<file path="config.mk">
export PLATFORM = sky130hd
export DESIGN_NAME = emu_step_ctrl_flat
export DESIGN_NICKNAME = d
export VERILOG_FILES = /design/src/rtl/emu_step_ctrl_if.sv /design/src/rtl/emu_step_ctrl.sv /design/src/flat_wrapper.sv
export SDC_FILE = /design/constraint.sdc
export NUM_CORES = 1
export LEC_CHECK = 0
export BUFFER_PORTS_ARGS = -buffer_cell sky130_fd_sc_hd__buf_2
export CAP_MARGIN = 20
export CORE_UTILIZATION = 46
export DETAILED_ROUTE_END_ITERATION = 7
export PLACE_DENSITY = 0.77
export SLEW_MARGIN = 20
export SYNTH_ARGS = -nofsm -noshare
export SYNTH_HDL_FRONTEND = slang
export SYNTH_SLANG_ARGS = --single-unit
</file>
<file path="constraint.sdc">
create_clock -name emu_clk -period 3.3 [get_ports emu_clk]
set_input_delay 0.495 -clock emu_clk [delete_from_list [all_inputs] [get_ports emu_clk]]
set_output_delay 0.495 -clock emu_clk [all_outputs]
set_load 0.03 [all_outputs]
</file>
<file path="src/rtl/emu_step_ctrl_if.sv">
// emu_step_ctrl_if: VIO and analog-model signals of the emulator step controller.
// Ports carried (slave = controller view):
//   in : go_vio, rst_vio (async VIO requests), v_in_vio (stimulus), v_out_model (model output)
//   out: model_rst, model_ce, v_in_model, v_out_vio, step_count, busy, missed_go
interface emu_step_ctrl_if #(
  parameter int WIDTH     = 25,
  parameter int CNT_WIDTH = 32
);
  logic                    go_vio;
  logic                    rst_vio;
  logic signed [WIDTH-1:0] v_in_vio;
  logic signed [WIDTH-1:0] v_out_model;
  logic                    model_rst;
  logic                    model_ce;
  logic signed [WIDTH-1:0] v_in_model;
  logic signed [WIDTH-1:0] v_out_vio;
  logic [CNT_WIDTH-1:0]    step_count;
  logic                    busy;
  logic                    missed_go;
  modport master (
    output go_vio, rst_vio, v_in_vio, v_out_model,
    input  model_rst, model_ce, v_in_model, v_out_vio, step_count, busy, missed_go
  );
  modport slave (
    input  go_vio, rst_vio, v_in_vio, v_out_model,
    output model_rst, model_ce, v_in_model, v_out_vio, step_count, busy, missed_go
  );
endinterface

</file>
<file path="src/rtl/emu_step_ctrl.sv">
// emu_step_ctrl: single-step controller between VIO and an emulated analog model.
// Ports: emu_clk (clock), emu_rst (async active-high reset),
//   bus (emu_step_ctrl_if.slave): VIO go/rst/stimulus in, model step/reset/stimulus out,
//   captured output, step counter, busy and sticky missed_go status.
module emu_step_ctrl #(
  parameter int WIDTH         = 25,
  parameter int SYNC_STAGES   = 2,
  parameter int SETTLE_CYCLES = 4,
  parameter int CNT_WIDTH     = 32
) (
  input logic           emu_clk,
  input logic           emu_rst,
  emu_step_ctrl_if.slave bus
);
  typedef enum logic [1:0] {IDLE, STEP, SETTLE, CAPTURE} state_t;
  state_t                  state, next;
  logic [SYNC_STAGES-1:0]  go_sync, rst_sync, fill;
  logic                    go_s, rst_s, go_prev, armed, go_edge, missed;
  logic [7:0]              settle_cnt;
  logic signed [WIDTH-1:0] v_in_model, v_out_vio;
  logic [CNT_WIDTH-1:0]    step_count;
  assign go_s  = go_sync[SYNC_STAGES-1];
  assign rst_s = rst_sync[SYNC_STAGES-1];
  // fill marks when the go chain holds real samples; armed requires go to be seen low
  // afterwards, so a go_vio already high across reset release never counts as an edge
  assign go_edge = armed & go_s & ~go_prev;
  always_ff @(posedge emu_clk or posedge emu_rst)
    if (emu_rst) begin
      go_sync    <= '0;
      rst_sync   <= '1;
      fill       <= '0;
      armed      <= 1'b0;
      go_prev    <= 1'b0;
      state      <= IDLE;
      settle_cnt <= '0;
      v_in_model <= '0;
      v_out_vio  <= '0;
      step_count <= '0;
      missed     <= 1'b0;
    end else begin
      go_sync    <= {go_sync[SYNC_STAGES-2:0], bus.go_vio};
      rst_sync   <= {rst_sync[SYNC_STAGES-2:0], bus.rst_vio};
      fill       <= {fill[SYNC_STAGES-2:0], 1'b1};
      armed      <= armed | (fill[SYNC_STAGES-1] & ~go_s);
      go_prev    <= go_s;
      state      <= next;
      settle_cnt <= state == STEP ? 8'(SETTLE_CYCLES - 1) : settle_cnt - 8'(settle_cnt != 0);
      if (state == IDLE && go_edge) v_in_model <= bus.v_in_vio;
      if (state == CAPTURE) v_out_vio <= bus.v_out_model;
      step_count <= rst_s ? '0 : step_count + CNT_WIDTH'(state == CAPTURE && !(&step_count));
      missed     <= rst_s ? 1'b0 : missed | (go_edge & state != IDLE);
    end
  always_comb begin
    next = state;
    next = state == IDLE   ? (go_edge ? STEP : IDLE) :
           state == STEP   ? SETTLE :
           state == SETTLE ? (settle_cnt == 0 ? CAPTURE : SETTLE) : IDLE;
  end
  assign bus.model_rst  = rst_s;
  assign bus.model_ce   = state == STEP;
  assign bus.busy       = state != IDLE;
  assign bus.missed_go  = missed;
  assign bus.v_in_model = v_in_model;
  assign bus.v_out_vio  = v_out_vio;
  assign bus.step_count = step_count;
endmodule

</file>
<file path="src/flat_wrapper.sv">
// flat-port wrapper written by rule: the top's interface ports become plain ports
module emu_step_ctrl_flat 
#(
  parameter int WIDTH         = 25,
  parameter int SYNC_STAGES   = 2,
  parameter int SETTLE_CYCLES = 4,
  parameter int CNT_WIDTH     = 32
)
  (emu_clk, emu_rst, bus_go_vio, bus_rst_vio, bus_v_in_vio, bus_v_out_model, bus_model_rst, bus_model_ce, bus_v_in_model, bus_v_out_vio, bus_step_count, bus_busy, bus_missed_go);
  emu_step_ctrl_if #(.WIDTH(WIDTH), .CNT_WIDTH(CNT_WIDTH)) bus_i ();
  input logic emu_clk;
  input logic emu_rst;
  input wire logic [$bits(bus_i.go_vio)-1:0] bus_go_vio;
  input wire logic [$bits(bus_i.rst_vio)-1:0] bus_rst_vio;
  input wire logic [$bits(bus_i.v_in_vio)-1:0] bus_v_in_vio;
  input wire logic [$bits(bus_i.v_out_model)-1:0] bus_v_out_model;
  output wire logic [$bits(bus_i.model_rst)-1:0] bus_model_rst;
  output wire logic [$bits(bus_i.model_ce)-1:0] bus_model_ce;
  output wire logic [$bits(bus_i.v_in_model)-1:0] bus_v_in_model;
  output wire logic [$bits(bus_i.v_out_vio)-1:0] bus_v_out_vio;
  output wire logic [$bits(bus_i.step_count)-1:0] bus_step_count;
  output wire logic [$bits(bus_i.busy)-1:0] bus_busy;
  output wire logic [$bits(bus_i.missed_go)-1:0] bus_missed_go;
  assign bus_i.go_vio = bus_go_vio;
  assign bus_i.rst_vio = bus_rst_vio;
  assign bus_i.v_in_vio = bus_v_in_vio;
  assign bus_i.v_out_model = bus_v_out_model;
  assign bus_model_rst = bus_i.model_rst;
  assign bus_model_ce = bus_i.model_ce;
  assign bus_v_in_model = bus_i.v_in_model;
  assign bus_v_out_vio = bus_i.v_out_vio;
  assign bus_step_count = bus_i.step_count;
  assign bus_busy = bus_i.busy;
  assign bus_missed_go = bus_i.missed_go;
  emu_step_ctrl #(.WIDTH(WIDTH), .SYNC_STAGES(SYNC_STAGES), .SETTLE_CYCLES(SETTLE_CYCLES), .CNT_WIDTH(CNT_WIDTH)) u_core (.emu_clk(emu_clk), .emu_rst(emu_rst), .bus(bus_i));
endmodule
</file>
==> results of run 1 <==
## Yosys cell counts, types with 2 or more instances
library cell | instances | area (µm²)
sky130_fd_sc_hd__nand3_1 | 11 | 55.05
sky130_fd_sc_hd__o21ai_0 | 6 | 30.03
sky130_fd_sc_hd__nor2b_1 | 2 | 12.51
sky130_fd_sc_hd__xor2_1 | 8 | 70.07
sky130_fd_sc_hd__nor2_1 | 38 | 142.6
sky130_fd_sc_hd__buf_1 | 2 | 7.510
sky130_fd_sc_hd__nand4_1 | 8 | 50.05
sky130_fd_sc_hd__and3_1 | 4 | 25.02
sky130_fd_sc_hd__and4_1 | 5 | 43.79
sky130_fd_sc_hd__inv_1 | 13 | 48.80
sky130_fd_sc_hd__clkbuf_1 | 6 | 22.52
sky130_fd_sc_hd__or3_1 | 7 | 43.79
sky130_fd_sc_hd__buf_2 | 4 | 20.02
sky130_fd_sc_hd__a21oi_1 | 5 | 25.02
sky130_fd_sc_hd__xnor2_1 | 23 | 201.4
sky130_fd_sc_hd__nand2_1 | 13 | 48.80
sky130_fd_sc_hd__dfrtp_1 | 99 | 2477
sky130_fd_sc_hd__mux2_2 | 51 | 574.3
sky130_fd_sc_hd__nor3_1 | 10 | 50.05
sky130_fd_sc_hd__nand2b_1 | 2 | 12.51
sky130_fd_sc_hd__and2_1 | 3 | 18.77
sky130_fd_sc_hd__ha_1 | 8 | 100.1
sky130_fd_sc_hd__dfstp_2 | 2 | 52.55
sky130_fd_sc_hd__buf_4 | 2 | 15.01
sky130_fd_sc_hd__nor4_1 | 8 | 50.05
## where the power goes
group / switching, mW / total (mW) / internal, mW
registers: 0.205 / 1.82 / 1.61
clock network: 0.451 / 0.821 / 0.371
logic: 1.05 / 1.65 / 0.602
## sequential cells by signal, summed over array words and instances (netlist names)
register and cells:
u_core.armed 1, u_core.bus.missed_go 1, u_core.bus.step_count 32, u_core.bus.v_in_model 25
u_core.bus.v_out_vio 25, u_core.fill 2, u_core.go_prev 1, u_core.go_sync 2
u_core.rst_sync 2, u_core.settle_cnt 8, u_core.state 2
## path summary, 6_finish.rpt
path,depth (start not counted),slack [ns],endpoint
worst max-delay path,9,0.47,u_core.bus.step_count[24]
worst min-delay path,1,0.23,u_core.rst_sync[0]
worst max register to register,9,0.47,u_core.bus.step_count[24]
worst min register to register,0,0.36,u_core.fill[1]
max in group asynchronous,3,2.32,u_core.rst_sync[1]
min in group asynchronous,2,0.26,u_core.bus.step_count[21]
## cell families (layout without fill, tap and decap cells)
kind of cell	Yosys count	count (layout)	share of synthesized area
simple gates	118	118	0.1479
buf+inv	27	170	0.02649
compound gates	13	13	0.01601
fa+ha+maj	8	8	0.02329
flops	101	101	0.5886
xor+xnor	31	31	0.06317
mux	51	51	0.1336
other cells	1	1	0.0008725
## layer usage
| metal | up-vias | share of wire | wire length (µm) | GRT usage |
|---|---|---|---|---|
| met5 | - | 0 | 0 | 0 |
| met4 | 0 | 0.013 | 115 | 0.06429 |
| met3 | 10 | 0.080 | 711 | 0.05461 |
| met2 | 138 | 0.48 | 4215 | 0.3250 |
| met1 | 1504 | 0.43 | 3825 | 0.2362 |
| li1 | 1473 | - | - | - |
## final cells by class
type                       count  area [µm²]
clock buffer                   9       123.9
fill                         731        3580
clock inverter                 7       92.59
tap                          108       135.1
inverter                      13       51.30
timing repair buffer         141       723.2
multi-input combinational    222        1655
sequential                   101        2530
## metrics by stage
step,power [mW],setup WS (ns),utilization,instance area (µm²),hold WS [ns]
after global placement,3.450,0.6059,0.5729,5094,0.3329
after CTS,4.346,0.4785,0.5972,5310,0.2200
after floorplan,3.010,0.1612,-,4298,0.3312
final,4.290,0.4679,0.5974,5311,0.2324
after global routing,4.508,0.2306,0.5974,5311,0.2224
after detailed placement,3.508,0.5145,0.5729,5094,0.3420
==> reports/summary.txt, run 1 <==
RUN STATUS
-------------------------------------------------------------------------------------
Result of the run                                                        complete, no violations

WORST SETUP PATH
-------------------------------------------------------------------------------------
Count of buffering cells on the critical path with inverters included               0
Worst Setup SP                                                           u_core.bus.step_count[9]
Classification of the worst setup path                                   flip-flop to flip-flop
Worst Setup End Kind                                                        flip-flop
Cells along the critical path                                            and4_2 > nand4_1 > nor4_1 > a31oi_1 > ha_1 > and4_1 > nand4_1 > or3_1 > a21oi_1
Req. time, crit path                                                          3.58 ns
Slowest stage cell, crit path                                            sky130_fd_sc_hd__dfrtp_1
Biggest fanout along the worst timing path                                          7
Most common cell type on the critical path                               sky130_fd_sc_hd__nand4_1
Max stage delay on crit path                                                  0.46 ns
Data arrival time at the worst-slack endpoint                                 3.11 ns
R2R Path Start                                                           u_core.bus.step_count[9]
Gate family responsible for the most delay along the worst path          simple AND/OR/NAND/NOR gates
Worst setup SP type                                                         flip-flop

DIE
-------------------------------------------------------------------------------------
# rows                                                                             34
Core outline area                                                            8891 µm²
Area enclosed by the die boundary                                            9734 µm²
Starting utilization of the core area                                          0.4834
Chip Width                                                                   98.66 µm
Number of I/O pins                                                                140
Die extent in y                                                              98.66 µm

LOGIC SYNTHESIS
-------------------------------------------------------------------------------------
Number of synthesis warnings                                                        0
Primary flip-flop cell chosen by synthesis mapping                       sky130_fd_sc_hd__dfrtp_1
Number of enable-type register cells in the synthesized netlist                     0
Synth Cell Area                                                              4298 µm²
Share of flip-flops with an asynchronous set or reset after synthesis           1.000
Sequential share of the synthesized area                                       0.5886
Total of flip-flops plus latches after synthesis                                  101
Cell variety after synth                                                           35
Gate Count Post-Synth                                                             350
Syn avg cell area                                                           12.28 µm²
Net count after synthesis                                                         412

POWER
-------------------------------------------------------------------------------------
Worst VDD drop                                                              0.6015 mV
Reported leakage power                                                       2.570 nW
PwrDens                                                                  807.7 nW/µm²

PLACE
-------------------------------------------------------------------------------------
Buffers on Ports                                                                  139
Routability congestion estimate                                                0.8435
Placed Cells incl. Taps                                                           585
Post-detailed-placement half-perimeter wirelength                            6.376 mm

CTS
-------------------------------------------------------------------------------------
Buffers inserted during post-CTS setup optimization                                 0
Number of buffers between clock root and the deepest sink                           2
Clock tree from TritonCTS                                                       built
Maximum level of the CTS H-tree                                                     3
Clock insertion delay at the later pin of the skew report                     0.36 ns
Inserted Clock Buffers                                                              9
Post-cts repair resize count                                                        0
Clock-pin slew on the worst setup and hold paths                              0.11 ns
Master cell of the clock root buffer                                     sky130_fd_sc_hd__clkbuf_8
Hold buffer count at CTS                                                            0
Num Clock Sinks                                                                   101

TIMING
-------------------------------------------------------------------------------------
Number of slew-limit violations in the final report                                 0
Final clock skew                                                           0.01216 ns
Share of the cycle needed by the critical path after routing                   0.8582
Total Neg Setup Slack                                                            0 ns
Number of setup violations in the final report                                      0
Highest Clock Rate                                                          353.1 MHz
Number of endpoints with negative hold slack in the final report                    0
Setup repair after global routing missed its margin                                no
Worst slew margin relative to its limit                                        0.5055
Least-Margin Pin Slew                                                       0.7417 ns
Period minus WS final                                                        2.832 ns

WORST HOLD PATH
-------------------------------------------------------------------------------------
Hold Path Class                                                          input pin to flip-flop
Startpoint of the lowest-slack hold path                                  bus_rst_vio

ROUTING
-------------------------------------------------------------------------------------
Detailed-route via count                                                         3125
Mean routed wirelength per cell                                              14.76 µm
Vias per inst                                                                   5.200
Remaining number of nets flagged by the antenna check after routing                 0
DRC Markers                                                                         0
Drt pass-1 iters                                                                    4
DR iter-0 viols                                                                   124
Post-detailed-routing wire length                                            8.868 mm

FINISH
-------------------------------------------------------------------------------------
Most frequent standard cell in the layout excluding fill and tap cells   sky130_fd_sc_hd__buf_2
Fraction of layout instances using a drive strength above 1                    0.4422
Commonest non-fill, non-tap cells in the layout                          sky130_fd_sc_hd__buf_2 (139), sky130_fd_sc_hd__dfrtp_1 (99), sky130_fd_sc_hd__mux2_2 (51)
Diode count                                                                         0
Net count, final                                                                  550
Growth of design area from synthesis to finish                                 23.58%
Post-Layout Cell Count                                                            601

GRT
-------------------------------------------------------------------------------------
Antenna violations before repair                                                    0
Grt total ovfl                                                                      0
Global routing usage summed across all routing layers                          0.1914
Vias in the first global route                                                   3209
Pin count of the biggest net entering global routing                               62
Wire length of the first global-routing pass                                 14.75 mm

JOB
-------------------------------------------------------------------------------------
Number of maximum-capacitance violations                                            0

No activity file was read; power rests on OpenSTA's default activity.
==> run 2, diff against run 1 <==
- CORE_MARGIN: not set -> 2
==> reports/summary.txt, run 2 (synthesized netlist as in run 1, its figures left out) <==
RUN STATUS
-------------------------------------------------------------------------------------
Result of the run                                                        complete, no violations

ROUTING
-------------------------------------------------------------------------------------
Mean routed wirelength per cell                                              14.37 µm   -2.6%
Remaining number of nets flagged by the antenna check after routing                 0   unchanged
Vias per inst                                                                   5.079   -2.3%
Highest routing layer actually used                                              met4
DR iter-0 viols                                                                    67   -46%
Drt pass-1 iters                                                                    4   unchanged
Routed length on met1                                                        3.717 mm   -2.8%
Post-detailed-routing wire length                                            8.691 mm   -2.0%
DRC Markers                                                                         0   unchanged
Routed length on met2                                                        4.219 mm   about the same
Metal3 WL                                                                      672 µm   -5.5%
Detailed-route via count                                                         3073   -1.7%

CTS
-------------------------------------------------------------------------------------
Inserted Clock Buffers                                                              9   unchanged
Clock tree from TritonCTS                                                       built
Number of buffers between clock root and the deepest sink                           2   unchanged
Clock insertion delay at the later pin of the skew report                     0.36 ns   about the same
Hold buffer count at CTS                                                            0   unchanged
Post-cts repair resize count                                                        0   unchanged
Maximum level of the CTS H-tree                                                     3   unchanged
Clock-pin slew on the worst setup and hold paths                              0.10 ns   about the same
Buffers inserted during post-CTS setup optimization                                 0   unchanged
Num Clock Sinks                                                                   101   unchanged
Master cell of the clock root buffer                                     sky130_fd_sc_hd__clkbuf_8

FINISH
-------------------------------------------------------------------------------------
Area of all placed cells without fillers                                     5290 µm²   -0.40%
Biggest regs                                                             u_core.bus.step_count: 32 flops, u_core.bus.v_in_model: 25 flops, u_core.bus.v_out_vio: 25 flops
Largest register FFs                                                               32   unchanged
Register name with the most flops                                        u_core.bus.step_count
Growth of design area from synthesis to finish                                 23.09%
Net count, final                                                                  551   +0.18%
Most frequent standard cell in the layout excluding fill and tap cells   sky130_fd_sc_hd__buf_2
Diode count                                                                         0   unchanged
Fraction of layout instances using a drive strength above 1                    0.4413   -0.0008951
Finished Core Util                                                             0.5780   -0.01939
Commonest non-fill, non-tap cells in the layout                          sky130_fd_sc_hd__buf_2 (139), sky130_fd_sc_hd__dfrtp_1 (99), sky130_fd_sc_hd__mux2_2 (51)

WORST SETUP PATH
-------------------------------------------------------------------------------------
Req. time, crit path                                                          3.54 ns   -0.04 ns
Max stage delay on crit path                                                  0.45 ns   about the same
Slowest stage cell, crit path                                            sky130_fd_sc_hd__dfrtp_1
Reg2reg path depth                                                                 10   +1
Worst setup SP type                                                         flip-flop
R2R Path Start                                                           u_core.bus.step_count[18]
Biggest fanout along the worst timing path                                          7   unchanged
Count of buffering cells on the critical path with inverters included               0   unchanged
Gate family responsible for the most delay along the worst path          simple AND/OR/NAND/NOR gates
Worst R2R End                                                            u_core.bus.step_count[31]
Cells along the critical path                                            and4_1 > nand4_1 > nor4_1 > a31oi_1 > ha_1 > and4_1 > nand3_4 > nor3_4 > nand4_1 > mux2_2
Worst Setup End Kind                                                        flip-flop
Worst-case register-to-register setup slack                                   0.46 ns   about the same
Data arrival time at the worst-slack endpoint                                 3.08 ns   -0.03 ns
Classification of the worst setup path                                   flip-flop to flip-flop

TIMING
-------------------------------------------------------------------------------------
Number of endpoints with negative hold slack in the final report                    0   unchanged
Least-Margin Pin Slew                                                       0.6023 ns   -0.1394 ns
Worst slew margin relative to its limit                                        0.5985   +0.09295
Share of the cycle needed by the critical path after routing                   0.8593   +0.001097
Period minus WS final                                                        2.836 ns   +0.003619 ns
Setup repair after global routing missed its margin                                no
Highest Clock Rate                                                          352.6 MHz   -0.13%
Number of slew-limit violations in the final report                                 0   unchanged
Number of setup violations in the final report                                      0   unchanged
Total Neg Setup Slack                                                            0 ns   unchanged
Final clock skew                                                           0.01240 ns   +0.0002447 ns

DIE
-------------------------------------------------------------------------------------
Chip Width                                                                   100.7 µm   +2.0%
Die extent in y                                                              100.7 µm   +2.0%
# rows                                                                             35   +2.9%
Area enclosed by the die boundary                                           10130 µm²   +4.1%
Core outline area                                                            9153 µm²   +2.9%
Starting utilization of the core area                                          0.4696   -0.01381
Number of I/O pins                                                                140   unchanged

GRT
-------------------------------------------------------------------------------------
Grt total ovfl                                                                      0   unchanged
Pin count of the biggest net entering global routing                               58   -6.5%
Antenna violations before repair                                                    0   unchanged
Wire length of the first global-routing pass                                 14.23 mm   -3.5%
Vias in the first global route                                                   3102   -3.3%
Global routing usage summed across all routing layers                          0.1777   -0.01379

POWER
-------------------------------------------------------------------------------------
PwrDens                                                                  790.3 nW/µm²   -2.2%
Reported leakage power                                                       2.556 nW   -0.54%
Worst VDD drop                                                              0.5331 mV   -11%

PLACE
-------------------------------------------------------------------------------------
Routability congestion estimate                                                0.8922   +5.8%
Placed instance area                                                         5105 µm²   +0.22%
Buffers on Ports                                                                  139   unchanged
Post-detailed-placement half-perimeter wirelength                            6.327 mm   -0.77%

WORST HOLD PATH
-------------------------------------------------------------------------------------
Hold Path Class                                                          input pin to asynchronous set/reset pin

JOB
-------------------------------------------------------------------------------------
Number of maximum-capacitance violations                                            0   unchanged

run 2: cell type report:
cell class,instances,area [µm²]
Clock buffer,10,127.6
Clock inverter,6,56.30
Fill cell,791,3862
Inverter,13,51.30
Multi-Input combinational cell,222,1655
Sequential cell,101,2530
Tap cell,111,138.9
Timing Repair Buffer,142,730.7
run 2: routing by layer:
metal,up-vias,global-route usage
li1,1477,-
met1,1485,0.2270
met2,105,0.2897
met3,6,0.06241
met4,0,0.04531
met5,-,0
run 2: stage by stage:
stage / total power, mW / cells / setup WS, ns / hold WS [ns]
after floorplan: 3.010 / 350 / 0.1612 / 0.3312
after global placement: 3.448 / 589 / 0.5825 / 0.3323
after global routing: 4.425 / 605 / 0.2465 / 0.2033
final: 4.180 / 605 / 0.4643 / 0.2101
after CTS: 4.241 / 605 / 0.4428 / 0.2082
after detailed placement: 3.500 / 589 / 0.4688 / 0.3419
run 2: worst max path at each step:
stage                         startpoint                   endpoint  slack [ns]  depth (start not counted)
6_report       u_core.bus.step_count[18]  u_core.bus.step_count[31]        0.46                         10
5_1_grt        u_core.bus.step_count[18]  u_core.bus.step_count[30]        0.25                         10
4_1_cts        u_core.bus.step_count[18]  u_core.bus.step_count[31]        0.44                         10
3_5_place_dp   u_core.bus.step_count[18]  u_core.bus.step_count[31]        0.47                         10
3_3_place_gp   u_core.bus.step_count[18]  u_core.bus.step_count[31]        0.58                         10
2_1_floorplan                    emu_rst               u_core.armed        0.16                          1
run 2: where the power goes:
part / internal, mW / switching [mW] / total (mW)
clock network: 0.289 / 0.440 / 0.730
logic: 0.601 / 1.05 / 1.65
registers: 1.61 / 0.189 / 1.80
